--- src/rtl/serial_deframer.sv ---
// serial_deframer: LSB-first serial-to-parallel receiver with a small output
// FIFO, valid/ready drain and a sticky overflow flag for dropped words.
module serial_deframer #(
  parameter int WIDTH = 8,
  parameter int DEPTH = 4
) (
  input  logic                     clk,
  input  logic                     clear,
  input  logic                     in,
  input  logic                     en,
  output logic [WIDTH-1:0]         q,
  output logic                     q_valid,
  input  logic                     q_ready,
  output logic                     full,
  output logic [$clog2(DEPTH):0]   count,
  output logic                     overflow
);

  localparam int AW = $clog2(DEPTH);
  localparam int CW = AW + 1;
  localparam int IW = (WIDTH > 1) ? $clog2(WIDTH) : 1;

  logic [IW-1:0]                 idx;
  logic [WIDTH-1:0]              sreg;
  logic [WIDTH-1:0]              word;
  logic [DEPTH-1:0][WIDTH-1:0]   mem;
  logic [AW-1:0]                 wr_ptr, rd_ptr;
  logic                          last_bit, pop, push, drop;

  // The last bit goes straight into the completed word so it can be
  // pushed on the same edge that samples it.
  always_comb begin
    word           = sreg;
    word[WIDTH-1]  = in;
  end

  assign last_bit = en && (idx == IW'(WIDTH - 1));
  assign pop      = q_valid && q_ready;
  // A full FIFO still accepts a word when the head leaves on the same edge.
  assign push     = last_bit && (!full || pop);
  assign drop     = last_bit && full && !pop;

  // Bit assembly: write the sampled bit at idx, wrap idx after the MSB.
  always_ff @(posedge clk) begin
    if (clear) begin
      idx  <= '0;
      sreg <= '0;
    end else if (en) begin
      sreg[idx] <= in;
      idx       <= last_bit ? '0 : idx + IW'(1);
    end
  end

  // FIFO storage; stale contents are harmless because q is masked when empty.
  always_ff @(posedge clk) begin
    if (push && !clear)
      mem[wr_ptr] <= word;
  end

  // FIFO pointers and occupancy; pointers wrap naturally (DEPTH is 2^AW).
  always_ff @(posedge clk) begin
    if (clear) begin
      wr_ptr <= '0;
      rd_ptr <= '0;
      count  <= '0;
    end else begin
      if (push) wr_ptr <= wr_ptr + AW'(1);
      if (pop)  rd_ptr <= rd_ptr + AW'(1);
      case ({push, pop})
        2'b10:   count <= count + CW'(1);
        2'b01:   count <= count - CW'(1);
        default: count <= count;
      endcase
    end
  end

  // Sticky overflow: any completed word that could not be stored.
  always_ff @(posedge clk) begin
    if (clear)     overflow <= 1'b0;
    else if (drop) overflow <= 1'b1;
  end

  // Outputs come from registered state only.
  assign q_valid = (count != '0);
  assign full    = (count == CW'(DEPTH));
  assign q       = q_valid ? mem[rd_ptr] : '0;

endmodule

--- config.mk ---
export PLATFORM = sky130hd
export DESIGN_NAME = serial_deframer
export DESIGN_NICKNAME = d
export VERILOG_FILES = /design/src/rtl/serial_deframer.sv
export SDC_FILE = /design/constraint.sdc
export NUM_CORES = 1
export LEC_CHECK = 0
export CAP_MARGIN = 15
export CORE_ASPECT_RATIO = 1.25
export CORE_MARGIN = 5
export CORE_UTILIZATION = 40
export DETAILED_ROUTE_END_ITERATION = 12
export PLACE_DENSITY = 0.63
export SYNTH_ARGS = -nofsm -noshare
export SYNTH_HDL_FRONTEND = slang
export SYNTH_SLANG_ARGS = --single-unit
--- constraint.sdc ---
create_clock -name clk -period 2.4 [get_ports clk]
set_input_delay 0.48 -clock clk [delete_from_list [all_inputs] [get_ports clk]]
set_output_delay 0.48 -clock clk [all_outputs]
set_load 0.02 [all_outputs]
* Word-level counts from Yosys, hierarchy flattened
Cells that the tools add are included.
** Operators by class
- $add $sub $neg :: 5
- Multiply operators :: 0
- Div/mod/pow operators :: 0
- Magnitude comparators :: 5
- Equal/unequal tests :: 4
- Shifts and indexed selects :: 0
- Muxes and demuxes :: 11
- Bitwise logic cells :: 0
- Reductions and logical operators :: 14
** Operator list (count)
- 32-bit bitwise mux :: 1
- 8-bit two-way mux :: 3
- 8-bit binary-select mux with 2-bit select :: 1
- 8-bit demux with 2-bit select :: 1
- 8-bit bitwise mux :: 1
- 1-bit logical AND :: 8
- 3-bit by 1-bit adder with 3-bit output, second input constant :: 2
- 3-bit equality test, second input constant :: 2
- 2-bit by 3-bit less-than comparator with 1-bit output, second input constant :: 2
- 3-bit one-hot mux with 2 select lines :: 1
- 2-bit by 1-bit adder with 2-bit output, second input constant :: 2
- 3-bit by 4-bit less-than comparator with 1-bit output, second input constant :: 1
- 1-bit demux with 3-bit select :: 1
- 3-bit by 1-bit >= comparator with 1-bit output, second input constant :: 1
- 1-bit logical NOT :: 3
- 3-bit two-way mux :: 1
- 3-bit nonzero test :: 1
- 3-bit by 1-bit subtractor with 3-bit output, second input constant :: 1
- 2-bit by 1-bit equality test with 1-bit output, second input constant :: 1
- 2-bit equality test, second input constant :: 1
- 2-bit by 1-bit >= comparator with 1-bit output, second input constant :: 1
- 2-bit nonzero test :: 1
- 1-bit logical OR :: 1
- 1-bit two-way mux :: 1
** Storage, ports and cells
- Register bits after elaboration :: 51
- Latch bits :: 0
- Memory bits (writable) :: 0
- ROM bits :: 0
- Bits of input ports :: 5
- Output and inout bits :: 14
- Word-level logic and storage cells :: 49
- Memories :: 0

* Logic depth before layout (Yosys ltp)
Gate-level depths: netlist of run 1.
- Depth in word-level cells :: 6
- Depth in mapped cells :: 11
- Depth with buffers taken out :: 11

* Least setup slack after synthesis of run 1
OpenSTA, ideal clock, no wires.
- Kind :: register -> register
- From :: reg count[2]
- To :: reg count[2]
- Library setup time :: 70 ps
- Data arrival time :: 2230 ps
- Required time :: 2330 ps
- Path slack :: 100 ps
- Stages on the path, launching flop included :: 10
- Buffers on the path :: 0
- Period minus slack after synthesis :: 2300 ps
- Path through :: dfxtp_1 nor3b_4 a21oi_2 inv_1 ha_1 inv_1 fa_1 xor2_1 or3_1 a21oi_1
** On the way
- Cells in the longest elaborated chain, start to end :: 6
- Elaborated cells between the ends (all ways) :: 12
- Classes of those cells :: 2 x add/sub; 3 x eq/ne; 1 x mux; 6 x reduce/logical
** RTL lines
- start, declared :: line 15 : output logic [$clog2(DEPTH):0] count,
- start signal, assigned :: line 70 : 2'b10: count <= count + CW'(1);
- start signal, assigned :: line 71 : 2'b01: count <= count - CW'(1);
- start signal, assigned :: line 72 : default: count <= count;
- 3-bit equality test * :: line 85 : assign full = (count == CW'(DEPTH));
- via full :: line 14 : output logic full,
- 1-bit logical NOT * :: line 40 : assign push = last_bit && (!full || pop);
- 1-bit logical OR * :: line 40
- 1-bit logical AND * :: line 40
- 2-bit by 1-bit equality test with 1-bit output / 2-bit equality test (equally long branches) :: line 69 : case ({push, pop})
- 3-bit one-hot mux with 2 select lines / 2-bit nonzero test (equally long branches)
The timed path passes the listed nets; every way through them passes the cells marked *.
A chain may end at the register's enable or synchronous reset.

* Worst setup path in the final report of run 1
- From :: reg rd_ptr[0]
- To :: out q[6]
** On the way
- Cells in the longest elaborated chain, start to end :: 3
** RTL lines
- start, declared :: line 27 : logic [AW-1:0] wr_ptr, rd_ptr;
- start signal, assigned :: line 68 : if (pop) rd_ptr <= rd_ptr + AW'(1);
- 8-bit binary-select mux with 2-bit select :: line 86 : assign q = q_valid ? mem[rd_ptr] : '0;
- 8-bit two-way mux (not written as such) :: line 86
- 8-bit two-way mux :: line 86
- end, declared :: line 11 : output logic [WIDTH-1:0] q,
No other way between the ends. The select of a mux whose other input is x is not followed.

==> results.txt, run 1 <==
----------------------------------------------------
[Final layout]
  Layout net count ... 200
  Layout overhead on the synthesized area ... 22.06%
  Ratio of cells with drive above 1 in the final layout ... 23.94%
  Antenna Diode Count ... 0
  Number of filler instances in the final layout ... 490

[Clocking]
  TritonCTS sink count ... 50
  Clk root buf ... sky130_fd_sc_hd__clkbuf_8
  Clock latency reported for the late side of the worst-skew pair ... 0.29 ns
  CTS tree ... yes
  Total CTS buffers ... 5
  Number of setup buffers added after CTS ... 0
  H-tree depth ... 2
  Number of buffers on the longest clock path ... 2
  Count of hold-fix buffers inserted at cts ... 0
  Clock transition at the register clock pins on the worst setup and hold paths after CTS ... 0.09 ns
  Post-CTS sizing ... 10

[STA]
  Final Skew ... 0.002314 ns
  Final Worst Setup Slack ... 0.1277 ns
  Final Hold Viols ... 0
  Final critical-path share of the clock period ... 94.68%
  Setup violations, final ... 0
  Remaining max-slew budget at the tightest pin ... 74.15%
  RSZ-0062 raised after global routing ... false
  Worst-margin pin slew ... 0.3854 ns
  Achievable frequency ... 440.1 MHz
  Shortest clock period the worst path allows after layout ... 2.272 ns
  Max Transition Viols Final ... 0

[Die]
  Starting utilization of the core area ... 40.81%
  Number of placed I/O pins ... 19
  Chip Height ... 93.03 um
  Die span in x ... 76.42 um
  Std-Cell Core Area ... 5405 um^2
  Die area ... 7109 um^2
  Number of placement rows ... 30

[Synthesis]
  Number of storage elements in the synthesis netlist ... 50
  Most instantiated flip-flop cell in the synthesis netlist ... sky130_fd_sc_hd__edfxtp_1
  Ys async rst share ... 0%
  Netlist cell types ... 33
  Synthesized area ... 2206 um^2
  Synth Area per Inst ... 14.42 um^2
  Post-Synthesis Net Count ... 166
  Number of synthesized flops with an enable pin ... 32
  Count of yosys warnings during synthesis ... 0
  Sequential share of the synthesized area ... 59.90%
  Gate count of the mapped netlist ... 153

[Setup path]
  Worst Setup Path Type ... register to output pin
  Crit-path cells ... buf_4 > mux4_2 > nor2b_4 > dlygate4sd2_1
  Critical Path AT ... 1.79 ns
  Max FO, Critical Path ... 4
  Startpoint types ... register
  Slowest stage delay, CP ... 0.49 ns
  Critical-path top delay cell ... sky130_fd_sc_hd__mux4_2
  Worst Setup End Kind ... output pin
  CP Data Required Time ... 1.92 ns

[Route]
  Number of vias in the routed layout ... 1300
  WL final ... 3778 um
  Final routed DRC violation total ... 0
  Number of vias per cell ... 5.159
  TritonRoute pass-1 iters ... 4
  Antenna Nets Post-Route ... 0
  Routed length per placed instance ... 14.99 um
  Iter 0 DRT Violations ... 66

[Place]
  Input/output buffers ... 18
  Worst slack after detailed placement ... -0.09369 ns
  Routability congestion estimate ... 0.7411
  DP Wirelength ... 2807 um

[GRT]
  First-pass GRT wire length ... 6527 um
  Pin count of the biggest net entering global routing ... 21
  Via count of the first global-routing pass ... 1366
  Overall track demand over capacity in global routing ... 11.52%
  Total global routing overflow ... 0
  Antenna violations before repair ... 0

[Power]
  P_leak ... 0.0009919 uW
  Peak supply drop ... 229.8 uV
  Power per standard cell area ... 532.6 nW/um^2
  Final Power ... 1434 uW

[Flow run]
  Max-capacitance violation count ... 0

[Outcome]
  Run status ... completed

[Min path]
  Hold/Removal Path Class ... register to register

----------------------------------------------------
report_power, final:
part           switching [uW]  internal [uW]  leakage [uW]
registers                5.39            913      0.000470
logic                    26.8           27.2      0.000481
clock network             263            200     0.0000416
flip-flops by register name, indices dropped and copies added (netlist names):
| name | count |
|---|---|
| idx | 3 |
| wr_ptr | 2 |
| overflow | 1 |
| count | 3 |
| rd_ptr | 2 |
| mem | 32 |
| sreg | 7 |
Yosys cell counts (all sizes together) (2+ instances only):
cell	count	area [um^2]
a21oi	7	38.79
and2	4	25.02
and4bb	3	37.54
buf	5	32.53
clkbuf	2	10.01
dfxtp	18	360.4
edfxtp	32	960.9
ha	7	87.58
inv	8	30.03
mux2i	9	90.09
mux4	8	183.9
nand2	2	7.510
nand2b	4	25.02
nand3b	2	15.01
nand4b	3	26.28
nor2	15	56.30
nor2b	9	71.32
o21ai	3	15.01
or3	3	18.77
xor2	2	17.52
per-stage QoR:
step           hold slack, ns  utilization [%]  area, um^2  TNS [ns]  std cells
2_1_floorplan          0.4594                -        2206         0        153
3_3_place_gp           0.4818            48.22        2606         0        244
3_5_place_dp           0.5053            48.22        2606  -0.09369        244
4_1_cts                0.5261            49.65        2684         0        252
5_1_grt                0.5478            49.81        2693         0        252
6_report               0.5192            49.81        2693         0        252
worst max-delay path, delay by kind of cell, from the launching register on:
kind	cells	cell delay [ns]
multiplexers	1	0.49
buffers and inverters	2	0.46
AND/OR/NAND/NOR	1	0.13
flip-flops	1	0.41
cell usage in the layout (no fill, tap or decap), drive strengths merged, types with 7 or more instances in the layout:
cell type and count:
edfxtp 32, dfxtp 18, buf 16, nor2 15
clkdlybuf4s50 10, mux2i 9, nor2b 9, inv 8
dlygate4sd2 8, mux4 8, ha 7, a21oi 7
area by class of cell:
type	count	area, um^2	area share, %
clock buffer	5	68.82	2.556
tap	64	80.08	2.974
multi-input combinational	88	820.8	30.48
clock inverter	3	16.27	0.6041
timing repair buffer	34	352.8	13.10
sequential	50	1324	49.16
inverter	8	30.03	1.115
worst paths after layout:
| path | from | to | slack [ns] | depth (start not counted) |
|---|---|---|---|---|
| max reg2reg | idx[0] | count[2] | 0.19 | 11 |
| max | rd_ptr[0] | q[6] | 0.13 | 4 |
| min | sreg[1] | mem[25] | 0.52 | 0 |
| min reg2reg | sreg[1] | mem[25] | 0.52 | 0 |
logic make-up after synthesis:
group / Yosys count / synth area share, %
buffers and inverters: 15 / 3.290
adders and majority gates: 8 / 4.878
muxes: 18 / 13.10
AOI/OAI and AO/OA: 12 / 3.233
xor gates and xnor gates: 2 / 0.7942
DFF: 50 / 59.90
and+or+nand+nor: 48 / 14.80
per-layer routing:
layer	wire length, um	global-route usage (%)	part of all wire [%]
met1	1587	13.65	42
met4	46	3.936	1.2
met2	2003	20.43	53
met3	140	2.697	3.7
met5	0	0	0
(Power assumes the default switching activity.)
==> run 2, diff against run 1 <==
- CORE_MARGIN: 5 -> 1
==> run 2 against run 1 <==
Register-to-register slack worse by 0.02 ns. Largest cell class unchanged. Global-route usage is 3.6 points higher. Core utilization up 2.2 points. Hold slack gained 0.00093 ns. Clock skew is 0.0022 ns higher. Critical endpoint is now q[7]. Wire length down 1.0%. Combinational power is essentially flat. Critical path type unchanged. Power up 7.5%. Sequential share of layout area is 0.23 points lower. Fmax shrank 2.0%. Flip-flop and latch count is the same.
==> results.txt, run 2 (synthesized netlist as in run 1, its figures left out) <==
----------------------------------------------------
[GRT]
  Overall track demand over capacity in global routing ... 15.16% (+3.6 points)
  Antenna violations before repair ... 0 (unchanged)
  Via count of the first global-routing pass ... 1321 (-3.3%)
  First-pass GRT wire length ... 6348 um (-2.7%)
  Total global routing overflow ... 0 (unchanged)
  Pin count of the biggest net entering global routing ... 21 (unchanged)

[Final layout]
  Area of all sequential standard cells ... 1321 um^2 (-0.19%)
  Top flop regs ... mem (32), sreg (7)
  Flip-flop count of the largest register, all copies and words added ... 32 (unchanged)
  Largest Register ... mem
  Layout net count ... 200 (unchanged)
  Antenna Diode Count ... 0 (unchanged)
  Multi-input combinational cell area ... 812.0 um^2 (-1.1%)
  Commonest cells after routing, fill and taps aside ... sky130_fd_sc_hd__edfxtp_1 (32), sky130_fd_sc_hd__dfxtp_1 (18), sky130_fd_sc_hd__nor2_1 (15), sky130_fd_sc_hd__buf_4 (11), sky130_fd_sc_hd__clkdlybuf4s50_1 (10)
  Final core area utilization ... 52.04% (+2.2 points)
  Ratio of cells with drive above 1 in the final layout ... 20.74% (-3.2 points)
  Number of filler instances in the final layout ... 440 (-10%)
  Layout overhead on the synthesized area ... 22.40%
  Most common cell after layout, fill and taps aside ... sky130_fd_sc_hd__edfxtp_1

[STA]
  Achievable frequency ... 431.4 MHz (-2.0%)
  RSZ-0062 raised after global routing ... false
  Final critical-path share of the clock period ... 96.58% (+1.9 points)
  Final Hold Viols ... 0 (unchanged)
  Shortest clock period the worst path allows after layout ... 2.318 ns (+0.04563 ns)
  Total Neg Setup Slack ... 0 ns (unchanged)
  Remaining max-slew budget at the tightest pin ... 68.11% (-6.0 points)
  Final Skew ... 0.004559 ns (+0.002245 ns)
  Worst-margin pin slew ... 0.4778 ns (+0.09240 ns)
  Setup violations, final ... 0 (unchanged)
  Max Transition Viols Final ... 0 (unchanged)

[Setup path]
  Slowest stage delay, CP ... 0.53 ns (+0.04 ns)
  Critical Path AT ... 1.84 ns (+0.05 ns)
  Startpoint types ... register
  Worst Setup Path Type ... register to output pin
  Worst Setup End Kind ... output pin
  Crit-path cells ... buf_12 > mux4_1 > nor2b_1 > dlygate4sd2_1
  Critical path buffers and inverters ... 2 (unchanged)
  CP Data Required Time ... 1.92 ns (about the same)
  Top cell family by delay on the critical path ... multiplexers
  Max FO, Critical Path ... 8 (+4)
  Critical-path top delay cell ... sky130_fd_sc_hd__mux4_1

[Power]
  Final Power ... 1542 uW (+7.5%)
  Power per standard cell area ... 571.1 nW/um^2 (+7.2%)
  Peak supply drop ... 269.6 uV (+17%)
  P_leak ... 0.001004 uW (+1.2%)

[Place]
  DP Wirelength ... 2683 um (-4.4%)
  Input/output buffers ... 18 (unchanged)
  Routability congestion estimate ... 0.6715 (-9.4%)

[Route]
  TritonRoute pass-1 iters ... 4 (unchanged)
  Antenna Nets Post-Route ... 0 (unchanged)
  Iter 0 DRT Violations ... 74 (+12%)
  Number of vias in the routed layout ... 1273 (-2.1%)
  Final routed DRC violation total ... 0 (unchanged)
  Number of vias per cell ... 5.092 (-1.3%)
  Routed length per placed instance ... 14.96 um (-0.21%)
  WL final ... 3740 um (-1.0%)

[Die]
  Die span in x ... 68.42 um (-10%)
  Std-Cell Core Area ... 5189 um^2 (-4.0%)
  Number of placement rows ... 29 (-3.3%)
  Number of placed I/O pins ... 19 (unchanged)
  Die area ... 5817 um^2 (-18%)
  Chip Height ... 85.03 um (-8.6%)
  Starting utilization of the core area ... 42.51% (+1.7 points)

[Min path]
  Hold/Removal Path Class ... register to register

[Clocking]
  Clock latency reported for the late side of the worst-skew pair ... 0.30 ns (about the same)
  H-tree depth ... 2 (unchanged)
  Number of setup buffers added after CTS ... 0 (unchanged)
  Number of buffers on the longest clock path ... 2 (unchanged)
  Clk root buf ... sky130_fd_sc_hd__clkbuf_8
  TritonCTS sink count ... 50 (unchanged)
  CTS tree ... yes
  Total CTS buffers ... 5 (unchanged)
  Clock transition at the register clock pins on the worst setup and hold paths after CTS ... 0.08 ns (about the same)

[Flow run]
  Max-capacitance violation count ... 0 (unchanged)

[Outcome]
  Run status ... completed

----------------------------------------------------
run 2: per-layer routing:
layer | GRT usage, % | routed length, um | share of wire (%)
met5 | 0 | 0 | 0
met4 | 6.818 | 68 | 1.8
met3 | 2.823 | 88 | 2.4
met2 | 25.31 | 1964 | 53
met1 | 18.48 | 1620 | 43
run 2: path summary, 6_finish.rpt:
path,start,to,slack [ns],cells past startpoint
max,rd_ptr[0],q[7],0.08,4
min,wr_ptr[1],wr_ptr[1],0.52,2
max reg2reg,idx[0],count[2],0.17,11
min reg2reg,wr_ptr[1],wr_ptr[1],0.52,2
run 2: layout make-up:
cell class              count  share of cell area (%)
repair buffers             34                   13.07
inverters                   8                   1.112
multi-input cells          88                   30.07
flip-flops and latches     50                   48.93
clock inverters             2                   1.251
well taps                  62                   2.873
clock buffers               6                   2.688
run 2: timing repair:
item,4_1_cts,5_1_grt
hold buffers,0,0
setup endpoints to repair,8,0
gates resized for setup,8,0
run 2: report_power, final:
part	switching, uW	internal [uW]
Sequential	5.47	913
Combinational	26.2	28.0
Clock	262	308
run 2: worst register-to-register path, stage by stage, from the launching register on:
cell	delay, ns
sky130_fd_sc_hd__dfxtp_1	0.32
sky130_fd_sc_hd__ha_1	0.19
sky130_fd_sc_hd__ha_1	0.23
sky130_fd_sc_hd__nand2_1	0.12
sky130_fd_sc_hd__a21oi_2	0.05
sky130_fd_sc_hd__inv_1	0.07
sky130_fd_sc_hd__ha_1	0.15
sky130_fd_sc_hd__inv_1	0.05
sky130_fd_sc_hd__fa_1	0.37
sky130_fd_sc_hd__xor2_1	0.16
sky130_fd_sc_hd__or3_1	0.30
sky130_fd_sc_hd__a21oi_1	0.16
run 2: per-stage QoR:
stage               instance area [um^2]  hold WS (ns)  std cells  worst slack (ns)
finish                              2700        0.5202        250           0.08212
global route                        2700        0.5475        250          0.003255
CTS                                 2700        0.5296        250           0.05221
detailed placement                  2604        0.5154        242           -0.1076
global placement                    2604        0.4901        242          0.008324
floorplan                           2206        0.4594        153            0.1002
==> variant, RTL diff (settings of run 1) <==
Put one more register stage on the output `count`. The value now appears one clock later. The other outputs are not delayed to match.
--- a/src/rtl/serial_deframer.sv
+++ b/src/rtl/serial_deframer.sv
@@ -21,2 +21,4 @@
   localparam int IW = (WIDTH > 1) ? $clog2(WIDTH) : 1;
+
+  logic [$clog2(DEPTH):0] count_s0;
 
@@ -64,3 +66,3 @@
       rd_ptr <= '0;
-      count  <= '0;
+      count_s0 <= '0;
     end else begin
@@ -69,5 +71,5 @@
       case ({push, pop})
-        2'b10:   count <= count + CW'(1);
-        2'b01:   count <= count - CW'(1);
-        default: count <= count;
+        2'b10:   count_s0 <= count_s0 + CW'(1);
+        2'b01:   count_s0 <= count_s0 - CW'(1);
+        default: count_s0 <= count_s0;
       endcase
@@ -83,5 +85,9 @@
   // Outputs come from registered state only.
-  assign q_valid = (count != '0);
-  assign full    = (count == CW'(DEPTH));
+  assign q_valid = (count_s0 != '0);
+  assign full    = (count_s0 == CW'(DEPTH));
   assign q       = q_valid ? mem[rd_ptr] : '0;
+
+  always_ff @(posedge clk) begin
+    count <= count_s0;
+  end
 
Check against the original RTL: not equivalent (Yosys sat finds a counterexample within 10 cycles, from zero or initial values).
==> variant against run 1 <==
  * Synthesized area grew 2.5%
  * Cell area grew 2.6%
  * Sequential cell count grew 3
  * Total power grew 13%
  * Worst setup slack lost 21 ps
  * Maximum frequency shrank 0.91%
  * Sequential share of layout area grew 0.90 points
  * Core utilization grew 0.57 points
  * Non-clock buffer count grew 1
  * Wire length grew 2.9%
  * Critical endpoint is now q[2]
  * Largest cell class unchanged
  * Highest routed layer unchanged
==> variant: results (changes against run 1) <==
[synth]
synthTopCellsByArea = edfxtp_1 43%, dfxtp_1 19%, mux4_2 7.0%  ; was edfxtp_1 44%, dfxtp_1 16%, mux4_2 7.1%
yosys-top-cells-count = 32 x edfxtp_1, 21 x dfxtp_1, 16 x nor2_1  ; was 32 x edfxtp_1, 18 x dfxtp_1, 15 x nor2_1
synth.avg_cell_area_um2 = 14.59  ; was 14.42 um2
synth_edf_count = 32  ; unchanged
synth_seq_area_share_pct = 61.10  ; was 59.90%
synth.distinct_cells = 33  ; unchanged
syn-num-nets = 168  ; was 166

[min_path]
worstHoldStart = count_s0[2]  ; was sreg[1]
hold_class = reg2reg  ; unchanged

[sta]
slew_headroom_pct = 69.13  ; was 74.15%
clock_skew_ps = 5.495  ; was 2.314 ps

[setup_path]
rr_startpoint = idx[0]  ; unchanged
critPathMaxFanout = 4  ; unchanged
max_stage_delay_ps = 500
critPathArrivalTime_ps = 1810  ; was 1790 ps
path_delay_family = multiplexers  ; unchanged

[power]
p_leak_nw = 1.040  ; was 0.9919 nW
irDropWorstVdd_mv = 0.3259  ; was 0.2298 mV

[finish]
fin_area_um2 = 2761  ; was 2693 um2
stdcell_count = 255  ; was 252
reg_top3 = mem (32), sreg (7)  ; unchanged
fin_nets = 203  ; was 200
drive_gt1_share_pct = 22.51  ; was 23.94%
n_antenna_cell = 0  ; unchanged

[placed_design]
gp_congestion = 0.7730  ; was 0.7411
place_hpwl_um = 2770  ; was 2807 um
placed_area_um2 = 2656  ; was 2606 um2
dp.cells = 247  ; was 244
io_buffers = 18  ; unchanged

[grt]
grt_use_met2_pct = 20.58  ; was 20.43%
grt_pass1_wl_um = 6555  ; was 6527 um
grtUsageTotal_pct = 11.49  ; was 11.52%
use_met3_pct = 2.975  ; was 2.697%
grt_pass1_vias = 1350  ; was 1366
met1_usage_pct = 13.14  ; was 13.65%
grt_max_degree = 21  ; unchanged
antenna_found_initial = 0  ; unchanged

[routing]
avgViaCountPerCell = 5.016  ; was 5.159
routed_wl_um = 3887  ; was 3778 um
drc = 0  ; unchanged
drt-initial-drc-count = 57  ; was 66

[clocking]
ctsHtreeMaxLevel = 2  ; unchanged

[status]
outcome = finished clean  ; unchanged

variant: cell count changes after synthesis:
cell / delta
dfxtp_1: +3
a21oi_1: -1
mux2i_1: +1
nand2b_1: -1
nand3b_1: -1
nor2_1: +1
variant: per-stage QoR:
stage | worst slack, ps | TNS, ps
global route | 16.29 | 0
global placement | 23.14 | 0
detailed placement | -78.01 | -78.01
floorplan | 231.6 | 0
finish | 106.9 | 0
CTS | 78.88 | 0
variant: layout make-up:
class	instances	area, um2
fillers	485	2719
clock buffers	6	72.57
well taps	64	80.08
repair buffers	35	347.8
multi-input cells	87	809.5
flip-flops and latches	53	1383
clock inverters	2	38.79
inverters	8	30.03
variant: final timing paths:
kind | endpoint | slack [ps]
setup / recovery | q[2] | 110
hold / removal | count[2] | 430
hold reg to reg | count[2] | 430
setup reg to reg | count_s0[2] | 180
variant: cells by family (layout without fill, tap and decap cells):
| kind of cell | count (synthesis) | count (layout) | synth area share [%] |
|---|---|---|---|
| muxes | 19 | 19 | 13.23 |
| AOI/OAI and AO/OA | 11 | 11 | 2.933 |
| buffers and inverters | 15 | 51 | 3.210 |
| DFF | 53 | 53 | 61.10 |
| and+or+nand+nor | 47 | 47 | 14.00 |
| xor gates and xnor gates | 2 | 2 | 0.7749 |
| adders and majority gates | 8 | 8 | 4.759 |
variant: where the power goes:
group / total, W / internal, W / switching [W]
registers: 0.000969 / 0.000963 / 0.00000608
logic: 0.0000555 / 0.0000280 / 0.0000275
clock network: 0.000596 / 0.000313 / 0.000283
variant: what timing repair did:
item,in CTS,in global routing
hold endpoints to repair,0,0
endpoints found under the setup margin,8,1
hold buffers,0,0
setup buffers,0,0
gates resized for setup,9,1
variant: layer usage:
layer  vias up  share of wire (%)
li1        626                  -
met1       628                 42
met2        20                 53
met3         5                3.7
met4         0                1.6
met5         -                  0
